==> config.mk <==
export PLATFORM = sky130hd
export DESIGN_NAME = alu_redundancy_scheduler
export DESIGN_NICKNAME = d
export VERILOG_FILES = /design/src/rtl/alu_redundancy_scheduler.sv
export SDC_FILE = /design/constraint.sdc
export NUM_CORES = 1
export LEC_CHECK = 0
export ABC_AREA = 1
export BUFFER_PORTS_ARGS = -buffer_cell sky130_fd_sc_hd__clkbuf_2
export CORE_ASPECT_RATIO = 0.7
export CORE_UTILIZATION = 37
export CTS_CLUSTER_SIZE = 24
export DETAILED_ROUTE_END_ITERATION = 6
export GPL_ROUTABILITY_DRIVEN = 0
export HOLD_SLACK_MARGIN = 0.12
export PLACE_DENSITY = 0.7
export SLEW_MARGIN = 20
export SYNTH_ARGS = -nofsm -noshare
export SYNTH_HDL_FRONTEND = slang
export SYNTH_SLANG_ARGS = --single-unit
==> constraint.sdc <==
create_clock -name clk -period 1.8 [get_ports clk]
set_input_delay 0.36 -clock clk [delete_from_list [all_inputs] [get_ports clk]]
set_output_delay 0.36 -clock clk [all_outputs]
set_load 0.05 [all_outputs]
==> src/rtl/alu_redundancy_scheduler.sv <==
// Time-redundant execution sequencer: each ALU operation runs twice, a third time on mismatch,
// and the result is taken by majority vote. Repeated faults switch the source to the spare ALU.
module alu_redundancy_scheduler #(
  parameter int WIDTH       = 32,
  parameter int CNT_W       = 8,
  parameter int PERM_THRESH = 3
) (
  input  logic             clk,
  input  logic             rst,
  input  logic             start,
  input  logic [WIDTH-1:0] op_a,
  input  logic [WIDTH-1:0] op_b,
  input  logic [2:0]       alu_op,
  output logic             ready,
  output logic [WIDTH-1:0] alu_a,
  output logic [WIDTH-1:0] alu_b,
  output logic [2:0]       alu_ctrl,
  input  logic [WIDTH-1:0] alu_result,
  input  logic [WIDTH-1:0] spare_result,
  output logic             stall_out,
  output logic             done,
  output logic [WIDTH-1:0] result_out,
  output logic             fault_detected,
  output logic             uncorrectable,
  output logic [CNT_W-1:0] fault_count,
  output logic             use_spare,
  output logic             hw_fault_flag,
  output logic [1:0]       dbg_state
);

  typedef enum logic [1:0] {IDLE, RUN1, RUN2, RUN3} state_t;

  localparam int CONS_W = $clog2(PERM_THRESH + 1);
  localparam logic [CONS_W-1:0] CONS_MAX = CONS_W'(PERM_THRESH);
  localparam logic [CNT_W-1:0]  CNT_MAX  = '1;

  state_t             state_q, state_d;
  logic [WIDTH-1:0]   alu_a_q, alu_a_d;
  logic [WIDTH-1:0]   alu_b_q, alu_b_d;
  logic [2:0]         alu_ctrl_q, alu_ctrl_d;
  logic [WIDTH-1:0]   r1_q, r1_d;
  logic [WIDTH-1:0]   r2_q, r2_d;
  logic [WIDTH-1:0]   result_q, result_d;
  logic               done_q, done_d;
  logic               fault_q, fault_d;
  logic               uncorr_q, uncorr_d;
  logic [CNT_W-1:0]   fault_count_q, fault_count_d;
  logic [CONS_W-1:0]  consec_q, consec_d;
  logic               use_spare_q, use_spare_d;
  logic [WIDTH-1:0]   src;

  assign src = use_spare_q ? spare_result : alu_result;

  always_comb begin
    state_d       = state_q;
    alu_a_d       = alu_a_q;
    alu_b_d       = alu_b_q;
    alu_ctrl_d    = alu_ctrl_q;
    r1_d          = r1_q;
    r2_d          = r2_q;
    result_d      = result_q;
    done_d        = 1'b0;
    fault_d       = 1'b0;
    uncorr_d      = 1'b0;
    fault_count_d = fault_count_q;
    consec_d      = consec_q;
    case (state_q)
      IDLE: begin
        if (start) begin
          alu_a_d    = op_a;
          alu_b_d    = op_b;
          alu_ctrl_d = alu_op;
          state_d    = RUN1;
        end
      end
      RUN1: begin
        r1_d    = src;
        state_d = RUN2;
      end
      RUN2: begin
        r2_d = src;
        if (src == r1_q) begin
          result_d = src;
          done_d   = 1'b1;
          consec_d = '0;
          state_d  = IDLE;
        end else begin
          fault_d = 1'b1;
          if (fault_count_q != CNT_MAX) fault_count_d = fault_count_q + CNT_W'(1);
          if (consec_q != CONS_MAX) consec_d = consec_q + CONS_W'(1);
          state_d = RUN3;
        end
      end
      RUN3: begin
        // Third run is the tie-breaker; if it matches neither, nothing can be trusted.
        if (src == r1_q) begin
          result_d = r1_q;
        end else if (src == r2_q) begin
          result_d = r2_q;
        end else begin
          result_d = src;
          uncorr_d = 1'b1;
        end
        done_d  = 1'b1;
        state_d = IDLE;
      end
      default: state_d = IDLE;
    endcase
    use_spare_d = use_spare_q | (consec_d == CONS_MAX);
  end

  always_ff @(posedge clk) begin
    if (rst) begin
      state_q       <= IDLE;
      alu_a_q       <= '0;
      alu_b_q       <= '0;
      alu_ctrl_q    <= '0;
      r1_q          <= '0;
      r2_q          <= '0;
      result_q      <= '0;
      done_q        <= 1'b0;
      fault_q       <= 1'b0;
      uncorr_q      <= 1'b0;
      fault_count_q <= '0;
      consec_q      <= '0;
      use_spare_q   <= 1'b0;
    end else begin
      state_q       <= state_d;
      alu_a_q       <= alu_a_d;
      alu_b_q       <= alu_b_d;
      alu_ctrl_q    <= alu_ctrl_d;
      r1_q          <= r1_d;
      r2_q          <= r2_d;
      result_q      <= result_d;
      done_q        <= done_d;
      fault_q       <= fault_d;
      uncorr_q      <= uncorr_d;
      fault_count_q <= fault_count_d;
      consec_q      <= consec_d;
      use_spare_q   <= use_spare_d;
    end
  end

  // Stall starts combinationally with an accepted start so the pipeline freezes in the start cycle.
  assign ready          = (state_q == IDLE);
  assign stall_out      = (state_q != IDLE) | (start & ready);
  assign alu_a          = alu_a_q;
  assign alu_b          = alu_b_q;
  assign alu_ctrl       = alu_ctrl_q;
  assign done           = done_q;
  assign result_out     = result_q;
  assign fault_detected = fault_q;
  assign uncorrectable  = uncorr_q;
  assign fault_count    = fault_count_q;
  assign use_spare      = use_spare_q;
  assign hw_fault_flag  = use_spare_q;
  assign dbg_state      = state_q;

endmodule
# == Word level (Yosys, flattened, before mapping) ==
# Cells that the tools add are included.
# totals
ff_bits,179
latchBits,0
mem_bits_rw,0
romBits,0
input_bits,134
elab_cells,54
mem_count,0
# classes
add_sub_neg,2
multipliers,0
div,0
order_cmp,0
n_eq_ne,10
shift,0
mux,15
bitwise_logic,6
reduce_logical,8
# op_table
cell,count
two-way mux 32 bit,4
== test 32 bit,2
one-hot mux 32 bit (2 select lines),1
two-way mux 2 bit,5
adder 8 x 1 -> 8 bit (second input constant),1
!= test 8 bit (second input constant),1
one-hot mux 2 bit (4 select lines),1
== test 2 bit (second input constant),3
!= test 2 bit (second input constant),3
AND reduction 2 bit,2
nonzero test 2 bit,2
two-way mux 1 bit,3
NOT 1 bit,3
AND reduction 3 bit,1
OR reduction 3 bit,1
adder 2 x 1 -> 2 bit (second input constant),1
== test 2 x 1 -> 1 bit (second input constant),1
logical NOT 2 bit,1
bitwise OR 1 bit,2
one-hot mux 1 bit (2 select lines),1
OR reduction 2 bit,1
bitwise AND 1 bit,1

# == Longest topological paths before layout ==
# logic_depth
ltp_word,6
depth_mapped,17

# == Worst setup path before layout ==
# OpenSTA, ideal clock, no wires.
# synth_timing
path_kind,reg-to-reg
start,"register state_q[0], in the netlist dbg_state[0]"
end,"register alu_b_q[10], in the netlist alu_b[10]"
setup_time_ps,65
t_arrival_ps,2440
required_time_ps,1735
slack_ps,-705
path_stages_with_launch,8
path_buffers,2
period_less_slack_ps,2505
path_cell_list,dfxtp_1 > nor2_1 > nand2_1 > inv_1 > clkbuf_1 > buf_1 > nor2_1 > nor2_1
# synth_via
elab_chain_len,2
# synth_lines
element,line,rtl
start: declaration,37,"state_t state_q, state_d;"
start signal: assignment,128,state_q <= state_d;
logical NOT 2 bit,n/a,
net ready,14,"output logic ready,"
AND reduction 2 bit (no line),n/a,
end signal: assignment,130,alu_b_q <= alu_b_d;
end: declaration,39,"logic [WIDTH-1:0] alu_b_q, alu_b_d;"
# The timed path passes the listed nets, and every way through them passes these cells.
# A chain may end at the register's enable or synchronous reset.

# == Final worst setup path ==
# layout_timing
start,"register use_spare_q, in the netlist hw_fault_flag"
end,"register result_q[10], in the netlist result_out[10]"
# layout_via
elab_chain_len,5
# layout_lines
element,line,rtl
start: declaration,49,"logic use_spare_q, use_spare_d;"
start signal: assignment,140,use_spare_q <= use_spare_d;
two-way mux 32 bit *,52,assign src = use_spare_q ? spare_result : alu_result;
== test 32 bit,98,end else if (src == r2_q) begin
two-way mux 32 bit,98,
two-way mux 32 bit,96,if (src == r1_q) begin
one-hot mux 32 bit (2 select lines),67,case (state_q)
end signal: assignment,134,result_q <= result_d;
end: declaration,43,"logic [WIDTH-1:0] result_q, result_d;"
# Every way passes the cells marked *; elsewhere a longest branch is shown, timed or not. The select of a mux whose other input is x is not followed.

==> flow_summary.json <==
{
  "outcome": "complete, but fails checks",
  "violations": "setup timing",
  "syn-cell-area_mm2": 0.007974,
  "finClkSkew_ns": 0.01707,
  "clk_pin_slew_ns": 0.07,
  "die_w_um": 177.5,
  "synth_common_cells": "nand2_1, nor2_1, dfxtp_1",
  "reg2reg_slack_ns": -0.33,
  "cts-htree-levels": 4,
  "antenna_found_initial": 0,
  "cp_max_fo": 35,
  "syn_area_per_cell_um2": 7.101,
  "critical_path_class": "reg -> reg",
  "start_util_pct": 38.12,
  "ys_top_cells_by_area": "dfxtp_1, nand2_1, nor2_1",
  "cp_num_buf_inv": 3,
  "reg2reg_depth": 14,
  "totalNegativeSetupSlack_ns": -12.99,
  "slew-limit-headroom_pct": 74.03,
  "first_global_vias": 7762,
  "max_cap_viol_count": 0,
  "synth_top_area_share_pct": 44.94,
  "hold_violations": 0,
  "drt_iter0_drc": 526,
  "setup_viol": 50,
  "synth_edf_count": 0,
  "synth_top_area_cell": "dfxtp_1",
  "hold_path_depth": 3,
  "crit_top_cell": "nand2_1",
  "finalMaxSlewViolations": 0,
  "io_buffers": 249,
  "cp_top_family": "simple AND/OR/NAND/NOR gates",
  "diodes": 0,
  "period_share_pct": 118.3,
  "ant_nets": 0,
  "r2r-start": "hw_fault_flag$_SDFF_PP0_",
  "nets": 1526,
  "total_leakage_power_uw": 0.005327,
  "grt_max_degree": 68,
  "power_density_mw_per_mm2": 1018,
  "clockRootBuffer": "clkbuf_16",
  "period_minus_slack_ns": 2.130,
  "register_area_mm2": 0.003592,
  "r2r_end": "result_out[10]$_SDFFE_PP0P_",
  "drtPass1Iterations": 5,
  "hold_path_end": "alu_b[8]$_SDFFE_PP0P_",
  "slowest_delay_ns": 0.45,
  "clock-sinks": 179,
  "syn_inst": 1123,
  "ys_async_sr_fraction_pct": 0,
  "grt_pass1_wl_um": 37610,
  "crit_required_ns": 2.12,
  "fillers": 2009,
  "ys_seq_elements": 179,
  "dieArea_mm2": 0.02215,
  "coreArea_mm2": 0.02092,
  "rsz0062_at_grt": "yes",
  "drt-total-wl_um": 24500,
  "syn_nets": 1258,
  "pre_cts_slack_ns": -0.2938,
  "clk_latency_ns": 0.44,
  "place_inst": 1639,
  "grt_overflow": 0,
  "dpl.hpwl_um": 16300,
  "fin_ws_ns": -0.3296,
  "grtUsageTotal_pct": 21.07,
  "cpMaxStageDelayCell": "dfxtp_4",
  "max_freq_ghz": 0.4696,
  "multi_input_area_mm2": 0.004114,
  "die_h_um": 124.8,
  "yosysMostFrequentCell": "nand2_1",
  "row_count": 44,
  "synthFlopType": "dfxtp_1",
  "critPathLaunchType": "flip-flop",
  "synth_cell_types": 26,
  "area_growth_syn_to_layout_pct": 36.75,
  "clockBufferDepth": 2,
  "vias": 8288,
  "cts.hold.buffers_added": 0,
  "num_io_pins": 250,
  "synth.yosys.seq_area_share_pct": 44.94,
  "post-route-drc-count": 0,
  "crit_chain": "buf_12 > buf_8 > nand2_1 > nand2_2 > nand2_1 > nand2_1 > nand2_1 > nor2_1 > nand2_1 > nor2_4 > nand3_4 > buf_12 > a21oi_1 > nor2_1",
  "cts_buffers": 17,
  "hp-class": "in -> reg",
  "cp-end-kind": "flip-flop",
  "fin_cells": 1679,
  "timing.hold.worst.start": "op_b[8]",
  "drive_above_1_share_pct": 30.72,
  "ys_warn_count": 0,
  "crit_arrival_ns": 2.45,
  "via_per_inst": 4.936,
  "peakVddDrop_mv": 0.6882,
  "cts_tree": "yes",
  "wl_per_cell_um": 14.59,
  "fin_total_pwr_uw": 11110,
  "tightest_slew_ns": 0.3886
}
-- kinds of logic after synthesis --
group | synth area share [%]
XOR/XNOR | 3.734
AO/OA/AOI/OAI | 15.19
flip-flops | 44.94
adder cells (fa/ha/maj) | 0.1569
AND/OR/NAND/NOR | 28.90
buffers and inverters | 7.077
-- placed cells by master, fill, tap and decap left out, types with 4 or more instances in the layout --
master,synthesis,layout
nand3_1,17,12
nor2_1,187,183
nor2_4,0,5
inv_1,61,56
nand2_1,242,201
xor2_1,18,18
buf_12,0,11
inv_2,2,6
nand3_2,1,5
clkbuf_2,0,247
a21oi_2,0,5
buf_4,4,48
nand2_2,8,42
nor3_1,6,5
dfxtp_2,0,4
dfxtp_1,179,174
buf_6,4,5
a21oi_1,106,101
nand2_4,0,6
o21ai_0,133,132
nand3b_1,55,55
xnor2_1,16,15
clkbuf_16,0,20
nand4_1,11,11
clkbuf_1,52,6
-- per-layer routing --
metal | up-vias | GRT usage [%] | part of all wire, %
met5 | - | 0 | 0
li1 | 4165 | - | -
met1 | 3809 | 28.14 | 47
met4 | 0 | 6.234 | 1.8
met3 | 36 | 5.403 | 7.2
met2 | 278 | 33.20 | 44
-- how the worst max path moves through the flow --
stage	endpoint	cells after the start	slack, ns	start
finish	result_out[10]$_SDFFE_PP0P_	14	-0.33	hw_fault_flag$_SDFF_PP0_
floorplan	result_out[0]$_SDFFE_PP0P_	16	-0.13	hw_fault_flag$_SDFF_PP0_
detailed placement	result_out[24]$_SDFFE_PP0P_	13	-0.29	hw_fault_flag$_SDFF_PP0_
global placement	dbg_state[1]$_SDFFE_PP0P_	14	-0.22	hw_fault_flag$_SDFF_PP0_
global route	result_out[1]$_SDFFE_PP0P_	15	-0.43	hw_fault_flag$_SDFF_PP0_
CTS	result_out[29]$_SDFFE_PP0P_	13	-0.32	hw_fault_flag$_SDFF_PP0_
-- sequential cells by signal (all words and copies together) (netlist names) --
name and flops:
hw_fault_flag 1, r1_q 32, uncorrectable 1, alu_b 32, consec_q 2, fault_detected 1
r2_q 32, dbg_state 2, alu_a 32, done 1, fault_count 8, alu_ctrl 3
result_out 32
-- stage by stage --
| stage | utilization, % | hold WS, ns | cell area [um2] |
|---|---|---|---|
| 2_1_floorplan | - | 0.4291 | 8109 |
| 3_3_place_gp | 47.37 | 0.4615 | 9911 |
| 3_5_place_dp | 47.37 | 0.4691 | 9911 |
| 6_report | 52.12 | 0.1721 | 10900 |
| 4_1_cts | 50.19 | 0.1565 | 10500 |
| 5_1_grt | 52.12 | 0.1611 | 10900 |
-- report_power, final --
part / switching (uW) / total (uW) / internal, uW
Sequential: 258 / 4630 / 4370
Clock: 1580 / 3760 / 2190
Combinational: 1860 / 2720 / 852
Total: 3700 / 11100 / 7410
-- what timing repair did --
item                       4_1_cts  5_1_grt
setup endpoints to repair       50       48
pin swaps                        0       14
hold endpoints to repair         0        0
buffers inserted                 0        3
resized for setup                3       72
gates cloned                     0        7
-- area by class of cell --
| cell class | count | share of cell area [%] |
|---|---|---|
| clock buffer | 23 | 4.108 |
| clock inverter | 8 | 1.182 |
| inverter | 64 | 2.341 |
| multi-input combinational | 810 | 37.73 |
| sequential | 179 | 32.94 |
| tap | 276 | 3.167 |
| timing repair buffer | 317 | 18.28 |
| timing repair inverter | 2 | 0.2524 |
-- worst register-to-register path: cells and delay by family, from the launching register on --
kind,cells,cell delay [ns]
compound gates,1,0.19
buf+inv,3,0.52
flops,1,0.45
simple gates,10,0.85
(Power assumes the default switching activity.)
